--- config.mk ---
export PLATFORM = sky130hd
export DESIGN_NAME = multiseg_display
export DESIGN_NICKNAME = d
export VERILOG_FILES = /design/src/rtl/multiseg_pkg.sv /design/src/rtl/multiseg_display_seg_hex_decoder.sv /design/src/rtl/multiseg_display.sv
export SDC_FILE = /design/constraint.sdc
export NUM_CORES = 1
export LEC_CHECK = 0
export ABC_AREA = 0
export CORE_MARGIN = 5
export CORE_UTILIZATION = 50
export DETAILED_ROUTE_END_ITERATION = 10
export PLACE_DENSITY = 0.83
export SLEW_MARGIN = 10
export SYNTH_ARGS = -nofsm -noshare
export SYNTH_HDL_FRONTEND = slang
export SYNTH_SLANG_ARGS = --single-unit
--- constraint.sdc ---
create_clock -name clk -period 2 [get_ports clk]
set_input_delay 0.4 -clock clk [delete_from_list [all_inputs] [get_ports clk]]
set_output_delay 0.4 -clock clk [all_outputs]
set_load 0.01 [all_outputs]
--- src/rtl/multiseg_pkg.sv ---
// Shared register map, CTRL bit positions and hex segment table for multiseg_display.
// Define MULTISEG_DP_EN to widen each digit to 8 segments, with the decimal point in bit 7.
package multiseg_pkg;

`ifdef MULTISEG_DP_EN
  localparam int SEG_W = 8;
`else
  localparam int SEG_W = 7;
`endif

  localparam int ADDR_CTRL       = 0;
  localparam int ADDR_BLINK      = 1;
  localparam int ADDR_DIGIT_BASE = 2;

  localparam int CTRL_HEX     = 0;
  localparam int CTRL_BLANK   = 1;
  localparam int CTRL_SCAN_EN = 2;
  localparam int CTRL_W       = 3;

  // Segment bit order is g..a = [6:0].
  localparam logic [6:0] HEX_TABLE [16] = '{
    7'h3F, 7'h06, 7'h5B, 7'h4F, 7'h66, 7'h6D, 7'h7D, 7'h07,
    7'h7F, 7'h6F, 7'h77, 7'h7C, 7'h39, 7'h5E, 7'h79, 7'h71
  };

endpackage

--- src/rtl/multiseg_display_seg_hex_decoder.sv ---
// Combinational nibble to seven-segment pattern lookup.
// Bit order is g..a = [6:0]; this block never drives the decimal point.
module seg_hex_decoder
  import multiseg_pkg::*;
(
  input  logic [3:0] nibble,
  output logic [6:0] seg
);

  assign seg = HEX_TABLE[nibble];

endmodule

--- src/rtl/multiseg_display.sv ---
// Avalon-MM seven-segment controller with hex decode, per-digit blink, blanking and a scan output.
// Define MULTISEG_DP_EN to add a stored decimal-point bit (DIGIT[7]) to every digit.
module multiseg_display
  import multiseg_pkg::*;
#(
  parameter int NUM_DIGITS     = 4,
  parameter int ADDR_WIDTH     = 4,
  parameter int SCAN_DIV       = 50000,
  parameter int BLINK_DIV      = 25000000,
  parameter bit SEG_ACTIVE_LOW = 1'b0
) (
  input  logic                        clk,
  input  logic                        reset_n,
  input  logic [ADDR_WIDTH-1:0]       slave_address,
  input  logic                        slave_read,
  input  logic                        slave_write,
  input  logic [31:0]                 slave_writedata,
  input  logic [3:0]                  slave_byteenable,
  output logic [31:0]                 slave_readdata,
  output logic [NUM_DIGITS*SEG_W-1:0] seg_static,
  output logic [SEG_W-1:0]            seg_scan,
  output logic [NUM_DIGITS-1:0]       dig_sel
);

  localparam int IDX_W = (NUM_DIGITS > 1) ? $clog2(NUM_DIGITS) : 1;
  localparam int PRE_W = $clog2(SCAN_DIV);
  localparam int BLK_W = $clog2(BLINK_DIV);

  logic [CTRL_W-1:0]     ctrl_q;
  logic [NUM_DIGITS-1:0] blink_q;
  logic [SEG_W-1:0]      digit_q [NUM_DIGITS];
  logic [31:0]           rd_data;
  logic [31:0]           readdata_p1;

  logic [PRE_W-1:0]      pre_q;
  logic [IDX_W-1:0]      idx_q;
  logic [BLK_W-1:0]      blk_cnt_q;
  logic                  blink_phase_q;

  logic [6:0]            hex_seg  [NUM_DIGITS];
  logic [6:0]            body     [NUM_DIGITS];
  logic [SEG_W-1:0]      pat      [NUM_DIGITS];
  logic [NUM_DIGITS*SEG_W-1:0] seg_static_d;
  logic [NUM_DIGITS*SEG_W-1:0] seg_static_p1;
  logic [SEG_W-1:0]      seg_scan_p1;
  logic [NUM_DIGITS-1:0] dig_sel_p1;

  logic unused_ok;
  assign unused_ok = ^{slave_writedata, slave_byteenable};

  // ---- bus write: register file ----
  always_ff @(posedge clk or negedge reset_n) begin
    if (!reset_n) begin
      ctrl_q  <= '0;
      blink_q <= '0;
      for (int i = 0; i < NUM_DIGITS; i++) digit_q[i] <= '0;
    end else if (slave_write) begin
      if (slave_address == ADDR_WIDTH'(ADDR_CTRL) && slave_byteenable[0])
        ctrl_q <= slave_writedata[CTRL_W-1:0];
      if (slave_address == ADDR_WIDTH'(ADDR_BLINK)) begin
        // The mask can cross into lane 1 once there are more than 8 digits.
        for (int i = 0; i < NUM_DIGITS; i++)
          if (slave_byteenable[i/8]) blink_q[i] <= slave_writedata[i];
      end
      for (int i = 0; i < NUM_DIGITS; i++)
        if (slave_address == ADDR_WIDTH'(ADDR_DIGIT_BASE + i) && slave_byteenable[0])
          digit_q[i] <= slave_writedata[SEG_W-1:0];
    end
  end

  // ---- bus read: mux from current registers, one-cycle latency ----
  always_comb begin
    rd_data = '0;
    if (slave_address == ADDR_WIDTH'(ADDR_CTRL))
      rd_data[CTRL_W-1:0] = ctrl_q;
    if (slave_address == ADDR_WIDTH'(ADDR_BLINK))
      rd_data[NUM_DIGITS-1:0] = blink_q;
    for (int i = 0; i < NUM_DIGITS; i++)
      if (slave_address == ADDR_WIDTH'(ADDR_DIGIT_BASE + i))
        rd_data[SEG_W-1:0] = digit_q[i];
  end

  always_ff @(posedge clk or negedge reset_n) begin
    if (!reset_n)        readdata_p1 <= '0;
    else if (slave_read) readdata_p1 <= rd_data;
  end

  assign slave_readdata = readdata_p1;

  // ---- blink timebase ----
  always_ff @(posedge clk or negedge reset_n) begin
    if (!reset_n) begin
      blk_cnt_q     <= '0;
      blink_phase_q <= 1'b0;
    end else if (blk_cnt_q == BLK_W'(BLINK_DIV - 1)) begin
      blk_cnt_q     <= '0;
      blink_phase_q <= ~blink_phase_q;
    end else begin
      blk_cnt_q     <= blk_cnt_q + BLK_W'(1);
    end
  end

  // ---- display pattern per digit ----
  for (genvar g = 0; g < NUM_DIGITS; g++) begin : g_dec
    seg_hex_decoder u_dec (
      .nibble (digit_q[g][3:0]),
      .seg    (hex_seg[g])
    );
  end

  always_comb begin
    seg_static_d = '0;
    for (int i = 0; i < NUM_DIGITS; i++) begin
      body[i] = ctrl_q[CTRL_HEX] ? hex_seg[i] : digit_q[i][6:0];
`ifdef MULTISEG_DP_EN
      pat[i]  = {digit_q[i][7], body[i]};
`else
      pat[i]  = body[i];
`endif
      if (ctrl_q[CTRL_BLANK] || (blink_phase_q && blink_q[i]))
        pat[i] = '0;
      seg_static_d[i*SEG_W +: SEG_W] = pat[i];
    end
  end

  // ---- static output register ----
  always_ff @(posedge clk or negedge reset_n) begin
    if (!reset_n) seg_static_p1 <= '0;
    else          seg_static_p1 <= seg_static_d;
  end

  // ---- scan prescaler, digit index and scan output register ----
  always_ff @(posedge clk or negedge reset_n) begin
    if (!reset_n) begin
      pre_q       <= '0;
      idx_q       <= '0;
      seg_scan_p1 <= '0;
      dig_sel_p1  <= '0;
    end else if (!ctrl_q[CTRL_SCAN_EN]) begin
      pre_q       <= '0;
      idx_q       <= '0;
      seg_scan_p1 <= '0;
      dig_sel_p1  <= '0;
    end else begin
      if (pre_q == PRE_W'(SCAN_DIV - 1)) begin
        pre_q <= '0;
        idx_q <= (idx_q == IDX_W'(NUM_DIGITS - 1)) ? '0 : idx_q + IDX_W'(1);
      end else begin
        pre_q <= pre_q + PRE_W'(1);
      end
      seg_scan_p1 <= pat[idx_q];
      dig_sel_p1  <= NUM_DIGITS'(1) << idx_q;
    end
  end

  // Internal state is active-high; polarity is applied only at the pins.
  assign seg_static = seg_static_p1 ^ {(NUM_DIGITS*SEG_W){SEG_ACTIVE_LOW}};
  assign seg_scan   = seg_scan_p1   ^ {SEG_W{SEG_ACTIVE_LOW}};
  assign dig_sel    = dig_sel_p1    ^ {NUM_DIGITS{SEG_ACTIVE_LOW}};

endmodule

Yosys cells after proc, flatten, opt, wreduce, memory -nomap -nowiden
Memories as Yosys holds them, arrays and structs flattened.
Cells that the tools add are included.
- register bits after elaboration: 125
- bits in read-only memories: 448
- logic and storage cells: 95
- memories: 4
- memory list (memory ; words ; bits a word ; rd ports ; clocked after memory_dff ; write ports ; line ; source):
    (no name shown) ; 16 ; 7 ; 1 ; 0 ; 0 ; multiseg_display_seg_hex_decoder.sv:10 ; assign seg = HEX_TABLE[nibble];
    (no name shown) ; 16 ; 7 ; 1 ; 0 ; 0 ; multiseg_display_seg_hex_decoder.sv:10 ;
    (no name shown) ; 16 ; 7 ; 1 ; 0 ; 0 ; multiseg_display_seg_hex_decoder.sv:10 ;
    (no name shown) ; 16 ; 7 ; 1 ; 0 ; 0 ; multiseg_display_seg_hex_decoder.sv:10 ;
- $add $sub $neg: 3
- magnitude comparators: 5
- eq/ne operators: 9
- shift-type cells: 1
- mux-type cells: 33
- bitwise operators: 6
- reductions and logical operators: 20
- operators by type and width (kind ; count):
    $mux W7 ; 23
    $mux W16 ; 2
    $add A25 B1 Y25 const B ; 1
    $eq A25 B25 Y1 const B ; 1
    $mux W25 ; 1
    $ge A5 B5 Y1 const B ; 4
    $not A4 Y5 ; 4
    $add A16 B1 Y16 const B ; 1
    $eq A16 B16 Y1 const B ; 1
    $bmux W7 S2 ; 1
    $reduce_and A2 Y1 ; 5
    $logic_and A1 B1 Y1 ; 9
    $eq A4 B2 Y1 const B ; 2
    $eq A4 B3 Y1 const B ; 2
    $mux W4 ; 2
    $mux W2 ; 3
    $eq A4 B1 Y1 const B ; 1
    $logic_not A4 Y1 ; 1
    $logic_or A1 B1 Y1 ; 4
    $shl A1 B2 Y4 const A ; 1
    $ge A3 B3 Y1 const B ; 1
    $mux W3 ; 1
    $not A2 Y3 ; 1
    $reduce_and A3 Y1 ; 1
    other kinds (4) ; 4

Longest topological paths before layout
- depth in word-level cells: 10
- mapped depth: 8

Hierarchy
From an unflattened synthesis, not the netlist that was laid out.
- cells, all modules: 649
- area total of the unflattened synthesis: 7165.6 µm²
- by module, submodules not included (module ; times used ; cells an instance ; area an instance (µm²) ; seq. area each (µm²)):
    multiseg_display ; 1 ; 517 ; 6014.5 ; 3128.0
    seg_hex_decoder ; 4 ; 33 ; 287.8 ; 0.0

Least setup slack after synthesis
No wires, ideal clock.
- path type: input -> register
- from: in slave_address[3]
- to: reg digit_q[2] (netlist name)
- library setup time: 125 ps
- data arrival time: 1823 ps
- data required time: 1875 ps
- slack: 52 ps
- stages on the path: 7
- cell sequence: clkbuf_1 > nor3b_1 > and2_1 > clkbuf_2 > nor2b_1 > buf_4 > mux2_2
- cells in the longest elaborated chain, start to end: 3
- ends and longest elaborated chain (what ; line ; source):
    start, declared ; multiseg_display.sv:14 ; input logic [ADDR_WIDTH-1:0] slave_address,
    $eq A4 B3 Y1 ; multiseg_display.sv:66 ; if (slave_address == ADDR_WIDTH'(ADDR_DIGIT_BASE + i) && slave_byteenable[0])
    $logic_and A1 B1 Y1 ; multiseg_display.sv:66 ;
    $reduce_and A2 Y1 (no line) ; - ;
    end signal, assigned by index ; multiseg_display.sv:67 ; digit_q[i] <= slave_writedata[SEG_W-1:0];
    end, declared ; multiseg_display.sv:31 ; logic [SEG_W-1:0] digit_q [NUM_DIGITS];
Every way passes these cells.
A chain may end at the register's enable or synchronous reset.

==> run_results.csv <==
group,metric,value,unit
worst_setup_path,start_kind,"flop",
layout,syn_to_final_growth,24.88,%
synth,synth_seq_cells,125,
layout,fin_util,63.07,%
clocking,cts_tree,"done",
floorplan,die_h,127.7,µm
worst_setup_path,slowest_delay,490,ps
worst_setup_path,r2r_setup_slack,20,ps
worst_setup_path,crit_buf_inv,1,
hold_path,hp-class,"reg2reg",
floorplan,std_cell_rows,43,
timing,worst_slew_pin_slew,502.9,ps
floorplan,core_area,0.01372,mm²
clocking,cts_buffers,17,
timing,clock.fmax,506.2,MHz
power,ir_worst_vdd,904.5,µV
grt,antenna_found_initial,0,
synth,ys.flop_type,"dfrtp_1",
detailed_routing,dr.first_iter.drc_count,483,
worst_setup_path,startpoint,"digit_q[21]$_DFFE_PN0P_",
worst_setup_path,path_cells,"buf_4 -> ha_1 -> o21ai_0 -> a21oi_1 -> mux4_2 -> and2_1",
timing,final_hold_viol_count,0,
layout,stdcell_area,0.008653,mm²
worst_setup_path,slowest_stage,"mux4_2",
worst_setup_path,critical_path_arrival,2280,ps
flow_run,cap_violations,0,
placement,hpwlAfterDp,11.86,mm
timing,min_period,1976,ps
detailed_routing,via_per_inst,5.543,
layout,ff_latch_area,0.003131,mm²
grt,grt_pass1_vias,5364,
synth,synthCells,691,
detailed_routing,first_pass_iters,7,
clocking,clkTransAtPathRegs,50,ps
power,cellPowerDensity,1017,mW/mm²
layout,fillers,1085,
detailed_routing,vias,5504,
power,p_leak,3.882,nW
grt,grt_first_pass_wirelength,26.78,mm
placement,dp.cells,959,
clocking,clock-sinks,125,
clocking,clockBufferDepth,2,
floorplan,die_width,127.7,µm
status,run_status,"finished, final reports clean",
detailed_routing,drc,0,
grt,grt_max_degree,36,
hold_path,min_from,"blk_cnt_q[0]$_DFF_PN0_",
timing,slew_headroom,65.61,%
synth,synth-edff-count,0,
worst_setup_path,crit_required,2300,ps
detailed_routing,ant_nets,0,
clocking,cts_root_buffer,"clkbuf_16",
timing,setup_viol,0,
floorplan,start_util,50.51,%
synth,synth.distinct_cells,65,
worst_setup_path,worstPathMaxFanout,5,
floorplan,die_area,0.01631,mm²
layout,multi_input_area,0.003478,mm²
synth,netlist_area,0.006929,mm²
worst_setup_path,crit_path_end_kind,"flop",
grt,gr-total-overflow,0,
layout,diodes,0,
placement,numPortBuffers,61,
timing,final-max-slew-violation-count,0,
synth,async_reset_ff_share,100.0,%
grt,grtUsageTotal,20.82,%
placement,place_area,0.008013,mm²
timing,fin_crit_sh,98.78,%
synth,postSynthAreaPerCell,10.03,µm²
layout,finalNonFillerCells,993,
worst_setup_path,crit_family,"multiplexers",
synth,synth_area_leader_cell,"dfrtp_1",
placement,gp_congestion,0.9231,
detailed_routing,wl_per_cell,16.61,µm
synth,synth_common_cells,"dfrtp_1, nor2_1, nand2_1, a21oi_1, ha_1",
synth,ys_seq_area_share,45.14,%
worst_setup_path,r2r_start,"digit_q[21]$_DFFE_PN0P_",
synth,synth_top_area_share,45.14,%
timing,finClkSkew,8.897,ps
floorplan,io_pins,115,
synth,yosysMostFrequentCell,"dfrtp_1",
synth,synthTopCellsByArea,"dfrtp_1, ha_1, mux2_2",
detailed_routing,totalWireLength,16.50,mm
power,power,8.802,mW
layout,nets,878,
layout,drive_above_1_share,18.08,%
worst_setup_path,worstSetupPathType,"reg2reg",
synth,yosys_warnings,0,
clocking,cts.htree.levels,4,
clocking,clk_latency,430,ps
## repair_timing
item                                    in CTS  in global routing
setup buffers                                0                  1
gates resized for setup                      0                  9
endpoints found under the setup margin       0                  5
hold buffers                                 1                  0
hold endpoints to repair                    30                  0
## per-stage QoR
stage	hold slack, ps	setup TNS [ps]	setup slack (ps)
5_1_grt	483.6	-9.740	-9.740
6_report	450.0	0	24.46
3_5_place_dp	400.6	-1538	-270.4
4_1_cts	450.7	0	30.45
3_3_place_gp	394.5	-1076	-252.8
2_1_floorplan	104.4	0	51.70
## cells by family (layout without fill, tap and decap cells)
group,count (synthesis),count (layout),share of synthesized area (%)
xor gates and xnor gates,36,36,4.550
and+or+nand+nor,225,225,17.06
AOI/OAI and AO/OA,130,130,11.88
muxes,55,55,8.866
adders and majority gates,34,34,6.139
buffers and inverters,85,183,6.302
other,1,25,0.05412
DFF,125,125,45.14
## routing by layer
layer  up-vias  wire length [µm]  GRT usage [%]
met5         -                 0              0
met1      2646              6908          26.59
met3        53              1060          5.250
li1       2575                 -              -
met2       230              7959          33.89
met4         0               569          8.614
## area by class of cell
| type | instances | share of cell area, % |
|---|---|---|
| sequential | 125 | 36.18 |
| clock inverter | 6 | 1.243 |
| clock buffer | 26 | 5.654 |
| inverter | 27 | 1.171 |
| multi-input combinational | 505 | 40.20 |
| tap | 180 | 2.603 |
| timing repair buffer | 124 | 12.96 |
## registers in the layout, indices dropped and copies added (netlist names)
name	count
blink_phase_q	1
seg_scan	7
slave_readdata	7
digit_q	28
idx_q	2
dig_sel	4
blink_q	4
blk_cnt_q	25
pre_q	16
seg_static	28
ctrl_q	3
## power breakdown
group	internal (mW)	switching, mW	total, mW
clock network	2.05	1.06	3.11
logic	1.22	1.24	2.47
registers	2.91	0.313	3.22
total	6.18	2.62	8.80
## layout by cell type (no fill, tap or decap), types with 11 or more instances in the layout
master             n
inv_1             26
and2_1            15
nor2b_1           11
clkdlybuf4s50_1   60
a21oi_1           36
nand3_1           14
buf_4             60
o21ai_0           30
mux2i_1           22
dfrtp_1          123
clkbuf_16         17
nor2_1            61
nor3_1            14
mux2_2            31
conb_1            25
ha_1              34
xnor2_1           26
nand2_1           53
## worst paths after layout
path | to | depth (start not counted)
hold / removal | blk_cnt_q[0]$_DFF_PN0_ | 1
setup reg to reg | seg_scan[2]$_DFF_PN0_ | 6
hold reg to reg | blk_cnt_q[0]$_DFF_PN0_ | 1
setup / recovery | seg_scan[2]$_DFF_PN0_ | 6
min in group asynchronous | pre_q[12]$_DFF_PN0_ | 2
max in group asynchronous | digit_q[1]$_DFFE_PN0P_ | 3
(Power assumes the default switching activity.)
